## src/rtl/hazard_stall_ctrl_pkg.sv

```systemverilog
// hazard_stall_ctrl_pkg: shared types, constants and register-match helper for hazard control
package hazard_stall_ctrl_pkg;

    typedef enum logic [1:0] {
        IDLE = 2'd0,
        BUSY = 2'd1,
        DONE = 2'd2
    } md_state_t;

    localparam logic [4:0] REG_ZERO     = 5'd0;
    localparam int         MULT_LAT_DEF = 4;
    localparam int         DIV_LAT_DEF  = 32;

    // $0 is hard-wired zero, so a producer writing it can never create a hazard
    function automatic logic reg_match(input logic [4:0] src, input logic [4:0] dst, input logic we);
        return (src != REG_ZERO) && (src == dst) && we;
    endfunction

endpackage

```

## src/rtl/hazard_stall_ctrl_md_sequencer.sv

```systemverilog
// md_sequencer: iterative mult/div occupancy FSM producing MdBusy and the HI/LO write strobe
module md_sequencer
    import hazard_stall_ctrl_pkg::*;
#(
    parameter int MULT_LAT = MULT_LAT_DEF,
    parameter int DIV_LAT  = DIV_LAT_DEF,
    parameter int CNT_W    = 6
) (
    input  logic clk,
    input  logic rst,
    input  logic MdStartE,
    input  logic MdIsDivE,
    output logic MdBusy,
    output logic MdDone
);

    md_state_t          state, state_n;
    logic [CNT_W-1:0]   cnt, cnt_n;
    logic [CNT_W-1:0]   load;

    // The state register already spends one cycle in DONE and one on issue, hence LAT-2
    assign load   = MdIsDivE ? CNT_W'(DIV_LAT - 2) : CNT_W'(MULT_LAT - 2);
    assign MdBusy = (state != IDLE);
    assign MdDone = (state == DONE);

    // State and countdown registers
    always_ff @(posedge clk) begin
        if (rst) begin
            state <= IDLE;
            cnt   <= '0;
        end else begin
            state <= state_n;
            cnt   <= cnt_n;
        end
    end

    // Next-state: a start in BUSY is ignored since decode holds it back
    always_comb begin
        state_n = state;
        cnt_n   = cnt;
        unique case (state)
            IDLE: if (MdStartE) begin
                cnt_n   = load;
                state_n = BUSY;
            end
            BUSY: if (cnt == '0) state_n = DONE;
                  else cnt_n = cnt - CNT_W'(1);
            DONE: if (MdStartE) begin
                cnt_n   = load;
                state_n = BUSY;
            end else state_n = IDLE;
            default: state_n = IDLE;
        endcase
    end

endmodule

```

## src/rtl/hazard_stall_ctrl.sv

```systemverilog
// hazard_stall_ctrl: load-use, branch-operand and HI/LO stall/flush control; HAZARD_PERF_EN adds stall/flush counters
module hazard_stall_ctrl
    import hazard_stall_ctrl_pkg::*;
#(
    parameter int MULT_LAT = MULT_LAT_DEF,
    parameter int DIV_LAT  = DIV_LAT_DEF,
    parameter int CNT_W    = 6
) (
    input  logic        clk,
    input  logic        rst,
    input  logic [4:0]  RsD,
    input  logic [4:0]  RtD,
    input  logic        BranchD,
    input  logic        JumpRegD,
    input  logic        PCSrcD,
    input  logic        HiLoReadD,
    input  logic        MdStartD,
    input  logic [4:0]  WriteRegE,
    input  logic        RegWriteE,
    input  logic        MemtoRegE,
    input  logic        MdStartE,
    input  logic        MdIsDivE,
    input  logic [4:0]  WriteRegM,
    input  logic        RegWriteM,
    input  logic        MemtoRegM,
    output logic        StallF,
    output logic        StallD,
    output logic        FlushD,
    output logic        FlushE,
    output logic        MdBusy,
    output logic        MdDone
`ifdef HAZARD_PERF_EN
    ,
    output logic [31:0] StallCnt,
    output logic [31:0] FlushCnt
`endif
);

    logic match_e, match_m, lwstall, brstall, mdstall, stall;

    md_sequencer #(.MULT_LAT(MULT_LAT), .DIV_LAT(DIV_LAT), .CNT_W(CNT_W)) u_md (
        .clk      (clk),
        .rst      (rst),
        .MdStartE (MdStartE),
        .MdIsDivE (MdIsDivE),
        .MdBusy   (MdBusy),
        .MdDone   (MdDone)
    );

    // ALU results in M are forwarded to the D comparator; loads in M are not yet available
    assign match_e = reg_match(RsD, WriteRegE, RegWriteE) || reg_match(RtD, WriteRegE, RegWriteE);
    assign match_m = reg_match(RsD, WriteRegM, RegWriteM) || reg_match(RtD, WriteRegM, RegWriteM);
    assign lwstall = MemtoRegE && match_e;
    assign brstall = (BranchD || JumpRegD) && (match_e || (MemtoRegM && match_m));
    assign mdstall = (HiLoReadD || MdStartD) && (MdBusy || MdStartE);
    assign stall   = !rst && (lwstall || brstall || mdstall);

    assign StallF = stall;
    assign StallD = stall;
    assign FlushE = stall;
    // A stalled branch re-resolves next cycle, so its flush waits
    assign FlushD = !rst && PCSrcD && !stall;

`ifdef HAZARD_PERF_EN
    // Saturating event counters
    always_ff @(posedge clk) begin
        if (rst) begin
            StallCnt <= '0;
            FlushCnt <= '0;
        end else begin
            if (stall && StallCnt != '1) StallCnt <= StallCnt + 32'd1;
            if (FlushD && FlushCnt != '1) FlushCnt <= FlushCnt + 32'd1;
        end
    end
`endif

endmodule

```

## config.mk

```make
export PLATFORM = sky130hd
export DESIGN_NAME = hazard_stall_ctrl
export DESIGN_NICKNAME = d
export VERILOG_FILES = /design/src/rtl/hazard_stall_ctrl_pkg.sv /design/src/rtl/hazard_stall_ctrl_md_sequencer.sv /design/src/rtl/hazard_stall_ctrl.sv
export SDC_FILE = /design/constraint.sdc
export NUM_CORES = 1
export LEC_CHECK = 0
export BUFFER_PORTS_ARGS = -buffer_cell sky130_fd_sc_hd__buf_2
export CAP_MARGIN = 20
export CORE_AREA = 5 5 51 53
export CTS_CLUSTER_SIZE = 10
export DETAILED_ROUTE_END_ITERATION = 12
export DIE_AREA = 0 0 56 58
export PLACE_DENSITY = 0.74
export SYNTH_ARGS = -nofsm -noshare
export SYNTH_HDL_FRONTEND = slang
export SYNTH_SLANG_ARGS = --single-unit
```

## constraint.sdc

```tcl
create_clock -name clk -period 1.91 [get_ports clk]
set_input_delay 0.382 -clock clk [delete_from_list [all_inputs] [get_ports clk]]
set_output_delay 0.382 -clock clk [all_outputs]
set_load 0.01 [all_outputs]
```

==> Word level (Yosys, flattened, before mapping) <==
Cells that the tools add are included.
{ "word_totals": {"ff_bits": 8, "input_bits": 33, "output_inout_bits": 6, "wordCells": 55} }
{ "op_classes": {"add_sub_neg": 1, "n_eq_ne": 10, "n_mux": 8, "reduce_logical": 34} }
{ "op_table": {"columns": ["cell", "count"], "rows": [
  ["== test 5 bit", 4],
  ["logical AND 1 bit", 15],
  ["2-to-1 mux 6 bit", 2],
  ["one-hot mux 6 bit (2 select lines)", 1],
  ["nonzero test 5 bit", 2],
  ["logical OR 1 bit", 8],
  ["zero test 6 bit", 1],
  ["one-hot mux 2 bit (3 select lines)", 1],
  ["subtractor 6 x 1 -> 6 bit (second input constant)", 1],
  ["2-to-1 mux 5 bit", 1],
  ["2-to-1 mux 2 bit", 2],
  ["!= test 2 x 1 -> 1 bit (second input constant)", 2],
  ["!= test 2 bit (second input constant)", 2],
  ["nonzero test 2 bit", 2],
  ["AND reduction 3 bit", 1],
  ["== test 2 x 1 -> 1 bit (second input constant)", 1],
  ["== test 2 bit (second input constant)", 1],
  ["zero test 1 bit", 2],
  ["zero test 2 bit", 1],
  ["AND reduction 2 bit", 1],
  ["OR reduction 2 bit", 1],
  ["2-to-1 mux 1 bit", 1]
]} }

==> Logic depth before layout (Yosys ltp) <==
{ "logic_depth": {"word_depth": 12, "ltp_mapped": 6, "ltp_nobuf": 6} }

==> Cells and area by module <==
From an unflattened synthesis, not the netlist that was laid out.
{ "unflattened": {"cells_unflattened": 99, "area_unflattened_um2": 774.5} }
{ "modules_own_cells": {"columns": ["module", "instances", "cells_per_inst", "area_each_um2", "seq_area_each_um2"], "rows": [
  ["md_sequencer", 1, 57, 460.4, 160.2],
  ["hazard_stall_ctrl", 1, 42, 314.1, 0.0]
]} }

==> Least setup slack after synthesis <==
Ideal clock, no wire load.
{ "synth_timing": {"path_type": "input -> output", "from": "input port RtD[1]", "to": "output port StallD", "t_arrival_ps": 1569, "required_ps": 1528, "path_slack_ps": -41, "cell_stages": 6, "path_buffers": 1, "path_cell_list": "or4_1 -> nor2_2 -> nor4_1 -> o21ai_1 -> a31oi_1 -> buf_4"} }
{ "synth_via": {"elab_chain_len": 10, "elab_cells_between_ends": 16, "cone_classes": "2 x eq/ne; 14 x reduce/logical"} }
{ "synth_lines": {"columns": ["item", "line", "source"], "rows": [
  ["from (decl)", "hazard_stall_ctrl.sv:12", "input logic [4:0] RtD,"],
  ["== test 5 bit or nonzero test 5 bit (tied branches)", "hazard_stall_ctrl_pkg.sv:16", "return (src != REG_ZERO) && (src == dst) && we;"],
  ["logical AND 1 bit (2 in series)", "hazard_stall_ctrl_pkg.sv:16", null],
  ["logical OR 1 bit", "hazard_stall_ctrl.sv:52", "assign match_m = reg_match(RsD, WriteRegM, RegWriteM) || reg_match(RtD, WriteRegM, RegWriteM);"],
  ["logical AND 1 bit", "hazard_stall_ctrl.sv:54", "assign brstall = (BranchD || JumpRegD) && (match_e || (MemtoRegM && match_m));"],
  ["logical OR 1 bit", "hazard_stall_ctrl.sv:54", null],
  ["logical AND 1 bit", "hazard_stall_ctrl.sv:54", null],
  ["logical OR 1 bit (*) (2 in series)", "hazard_stall_ctrl.sv:56", "assign stall = !rst && (lwstall || brstall || mdstall);"],
  ["logical AND 1 bit (*)", "hazard_stall_ctrl.sv:56", null],
  ["to (decl)", "hazard_stall_ctrl.sv:27", "output logic StallD,"]
]} }
Every way passes the cells marked *; elsewhere a longest branch is shown, timed or not.

==> Worst setup path in the final report <==
{ "layout_timing": {"from": "input port RtD[1]", "to": "output port FlushD"} }
{ "layout_via": {"elab_chain_len": 12, "elab_cells_between_ends": 18, "cone_classes": "2 x eq/ne; 16 x reduce/logical"} }
{ "layout_lines": {"columns": ["item", "line", "source"], "rows": [
  ["== test 5 bit or nonzero test 5 bit (tied branches)", "hazard_stall_ctrl_pkg.sv:16", null],
  ["logical AND 1 bit (2 in series)", "hazard_stall_ctrl_pkg.sv:16", null],
  ["logical OR 1 bit", "hazard_stall_ctrl.sv:52", null],
  ["logical AND 1 bit", "hazard_stall_ctrl.sv:54", null],
  ["logical OR 1 bit", "hazard_stall_ctrl.sv:54", null],
  ["logical AND 1 bit", "hazard_stall_ctrl.sv:54", null],
  ["logical OR 1 bit (*) (2 in series)", "hazard_stall_ctrl.sv:56", null],
  ["logical AND 1 bit (*)", "hazard_stall_ctrl.sv:56", null],
  ["zero test 1 bit (*)", "hazard_stall_ctrl.sv:62", "assign FlushD = !rst && PCSrcD && !stall;"],
  ["logical AND 1 bit (*)", "hazard_stall_ctrl.sv:62", null],
  ["to (decl)", "hazard_stall_ctrl.sv:28", "output logic FlushD,"]
]} }
Marks and branches as above.

==> results.json <==
{
  "layout.cells.non_filler": 168,
  "power.ir.vdd_worst_uv": 248.6,
  "clkSinkCount": 8,
  "numCtsBuffers": 3,
  "final.period_utilization": 1.103,
  "synthesis.instances": 94,
  "placed_area_sq_um": 1016,
  "cp-end-kind": "primary output",
  "initialDrtViolationCount": 11,
  "max_slew.worst_pin.slew_ns": 0.4208,
  "initial_utilization": 0.3494,
  "placed_cells": 165,
  "avgViaCountPerCell": 5.060,
  "synth.net_count": 129,
  "wl_um": 2118,
  "switching_share": 0.3550,
  "report.final.setup_viol": 4,
  "timing.final.ws_setup_ns": -0.1961,
  "violations": "negative setup slack",
  "place.port_buffers": 38,
  "first_global_vias": 879,
  "run_status": "complete, but fails checks",
  "place_hpwl_um": 1777,
  "io_pins": 39,
  "maxCapViolCount": 0,
  "clk_pin_slew_worst_paths_ns": 0.05,
  "yosys_register_bits": 8,
  "routed_wire_length_per_instance_um": 12.61,
  "path_type_of_the_worst_min_delay_path": "in -> reg",
  "track_usage": 0.1311,
  "switching_power_mw": 0.2140,
  "gp_congestion": 0.8745,
  "power_frac_clock": 0.219,
  "pin_count_of_the_biggest_net_entering_global_routing": 12,
  "max_freq_mhz": 474.8,
  "power_per_cell_area_nw_per_um2": 549.3,
  "drive_gt1_frac": 0.4429,
  "maxSlewHeadroom": 0.7186,
  "worstPathArrival_ns": 1.72,
  "drc": 0,
  "yosys.cell_types.count": 32,
  "routed-wl-met2_um": 1126,
  "fp.dieH_um": 58,
  "ys.warnings.count": 0,
  "multi_input_comb_area_sq_um": 594.3,
  "n_fill_cell": 201,
  "holdBufCountCts": 0,
  "syn2layout_area_growth_pct": 49.15,
  "min_period_ns": 2.106,
  "routed-via-count": 850,
  "fp.dieArea_sq_um": 3248,
  "rows": 17,
  "drt_first_pass_iters": 4,
  "grt_antenna_before_repair": 0,
  "design_power_total_mw": 0.6027,
  "n_diodes": 0,
  "clock_skew_ns": 0.004002,
  "seq_area_frac_synth": 0.2177,
  "synthesis.area_per_instance_sq_um": 7.827,
  "area.sequential_sq_um": 160.2,
  "core_area_sq_um": 2106,
  "clock_tree.htree_level_count": 1,
  "leakage_nw": 0.4777,
  "wire_length_of_the_first_global_routing_pass_um": 3381,
  "drv_slew": 0,
  "power_report.internal_total_mw": 0.3888,
  "clock_tree_from_tritoncts": "built",
  "critical_path_fanout_max": 2,
  "globalRoute.totalOverflow": 0,
  "cp-start-kind": "input port",
  "top_layer": "met4",
  "cts-root-buf": "sky130_fd_sc_hd__clkbuf_4",
  "post_cts_buffers": 0,
  "critPathRequiredTime_ns": 1.53,
  "crit_type": "in -> out",
  "dieWidth_um": 56,
  "synth_area_sq_um": 735.7,
  "dr_wl_met3_um": 121,
  "fin_nets": 177,
  "share_comb_of_total_power": 0.440,
  "antenna_left": 0,
  "seq_power_share": 0.341,
  "cts_buffer_depth": 2,
  "rsz_0062_raised_after_global_routing": "yes",
  "detail_route.wirelength.met1_um": 790,
  "hold_viol": 0,
  "finalInstanceArea_sq_um": 1097,
  "worstSkewPairLatency_ns": 0.26
}
[per-stage QoR]
step           hold WS [ns]  setup TNS (ns)  worst slack, ns    util
4_1_cts              0.4249         -0.5688          -0.1781  0.5122
2_1_floorplan        0.4609        -0.06434         -0.03217       -
3_3_place_gp         0.4692         -0.5335          -0.1696  0.4825
6_report             0.4310         -0.6343          -0.1961  0.5211
5_1_grt              0.4416         -0.9861          -0.2686  0.5211
3_5_place_dp         0.5051         -0.6580          -0.2018  0.4825
[kinds of logic (layout without fill, tap and decap cells)]
| kind of cell | Yosys count | count (layout) | share of synthesized area |
|---|---|---|---|
| AO/OA/AOI/OAI | 20 | 20 | 0.1820 |
| XOR/XNOR | 21 | 21 | 0.2500 |
| adder cells (fa/ha/maj) | 2 | 2 | 0.03401 |
| buffers and inverters | 7 | 53 | 0.04592 |
| flip-flops | 8 | 8 | 0.2177 |
| AND/OR/NAND/NOR | 36 | 36 | 0.2704 |
[routing by layer]
metal  vias to the layer above  global-route usage
li1                        427                   -
met1                       384              0.1290
met2                        31              0.2521
met3                         8             0.02450
met4                         0             0.08136
met5                         -                   0
[critical path: stages]
cell	delay, ns
sky130_fd_sc_hd__buf_6	0.09
sky130_fd_sc_hd__or4_4	0.53
sky130_fd_sc_hd__nor2_4	0.12
sky130_fd_sc_hd__nor4_2	0.06
sky130_fd_sc_hd__o21ai_1	0.20
sky130_fd_sc_hd__and4_1	0.21
sky130_fd_sc_hd__buf_2	0.12
[area by class of cell]
type | count | share of cell area
multi-input cells | 79 | 0.5416
repair buffers | 47 | 0.2497
flip-flops and latches | 8 | 0.1460
well taps | 28 | 0.03193
clock buffers | 3 | 0.02052
inverters | 3 | 0.01026
[flip-flops by register name (all words and copies together) (netlist names)]
signal and count:
u_md.cnt 6, u_md.state 2
[synth_stat cells, drive strengths merged]
library cell / n / area [sq um]
dfxtp: 8 / 160.2
ha: 2 / 25.02
nand2: 1 / 3.750
or4: 2 / 15.01
or2: 1 / 6.260
a21boi: 1 / 7.510
a2bb2oi: 1 / 8.760
inv: 3 / 11.26
o22ai: 3 / 18.77
nand2b: 1 / 6.260
xnor2: 13 / 113.9
buf: 2 / 15.01
a21oi: 3 / 15.01
o31ai: 1 / 7.510
and3: 1 / 6.260
and4: 1 / 8.760
nor2b: 5 / 31.28
a31oi: 3 / 25.02
o211a: 1 / 10.01
o31a: 1 / 8.760
nand3: 6 / 30.03
o21ai: 5 / 25.02
clkbuf: 2 / 7.510
xor2: 8 / 70.07
nor2: 9 / 36.29
a211oi: 1 / 7.510
nor3: 5 / 30.03
nor4: 4 / 25.02
[layout by cell type, fill, tap and decap left out, types with 2 or more instances in the layout]
cell                       netlist  routed
sky130_fd_sc_hd__clkbuf_4        0       3
sky130_fd_sc_hd__buf_6           0       3
sky130_fd_sc_hd__o21ai_0         3       3
sky130_fd_sc_hd__or4_4           0       2
sky130_fd_sc_hd__o21ai_1         2       2
sky130_fd_sc_hd__buf_2           0      36
sky130_fd_sc_hd__o22ai_1         3       3
sky130_fd_sc_hd__nand3_1         6       6
sky130_fd_sc_hd__a31oi_2         1       2
sky130_fd_sc_hd__xnor2_1        13      12
sky130_fd_sc_hd__nor3_1          4       4
sky130_fd_sc_hd__nor2b_1         5       5
sky130_fd_sc_hd__a21oi_1         3       3
sky130_fd_sc_hd__nor2_1          8       7
sky130_fd_sc_hd__xor2_1          8       8
sky130_fd_sc_hd__ha_1            2       2
sky130_fd_sc_hd__buf_4           2       8
sky130_fd_sc_hd__inv_1           3       3
sky130_fd_sc_hd__dfxtp_1         8       8
sky130_fd_sc_hd__nor2_4          0       2
sky130_fd_sc_hd__nor4_2          0       3
[power groups by stage]
stage	combinational (mW)	sequential [mW]	clock [mW]
2_1_floorplan	0.161	0.200	0
3_3_place_gp	0.244	0.207	0
3_5_place_dp	0.252	0.209	0
4_1_cts	0.261	0.206	0.138
5_1_grt	0.292	0.209	0.146
6_report	0.265	0.206	0.132
[repair_timing]
item,CTS,global route
resized for setup,8,3
pin swaps,12,5
setup endpoints to repair,4,4
[path summary, 6_finish.rpt]
path	startpoint	endpoint	slack (ns)	cells past startpoint
max	RtD[1]	FlushD	-0.20	7
min	rst	u_md.cnt[3]$_SDFFE_PP0P_	0.43	2
max reg2reg	u_md.cnt[1]$_SDFFE_PP0P_	u_md.cnt[4]$_SDFFE_PP0P_	0.26	6
min reg2reg	u_md.cnt[4]$_SDFFE_PP0P_	u_md.cnt[4]$_SDFFE_PP0P_	0.51	2
No activity file was read; power rests on OpenSTA's default activity.
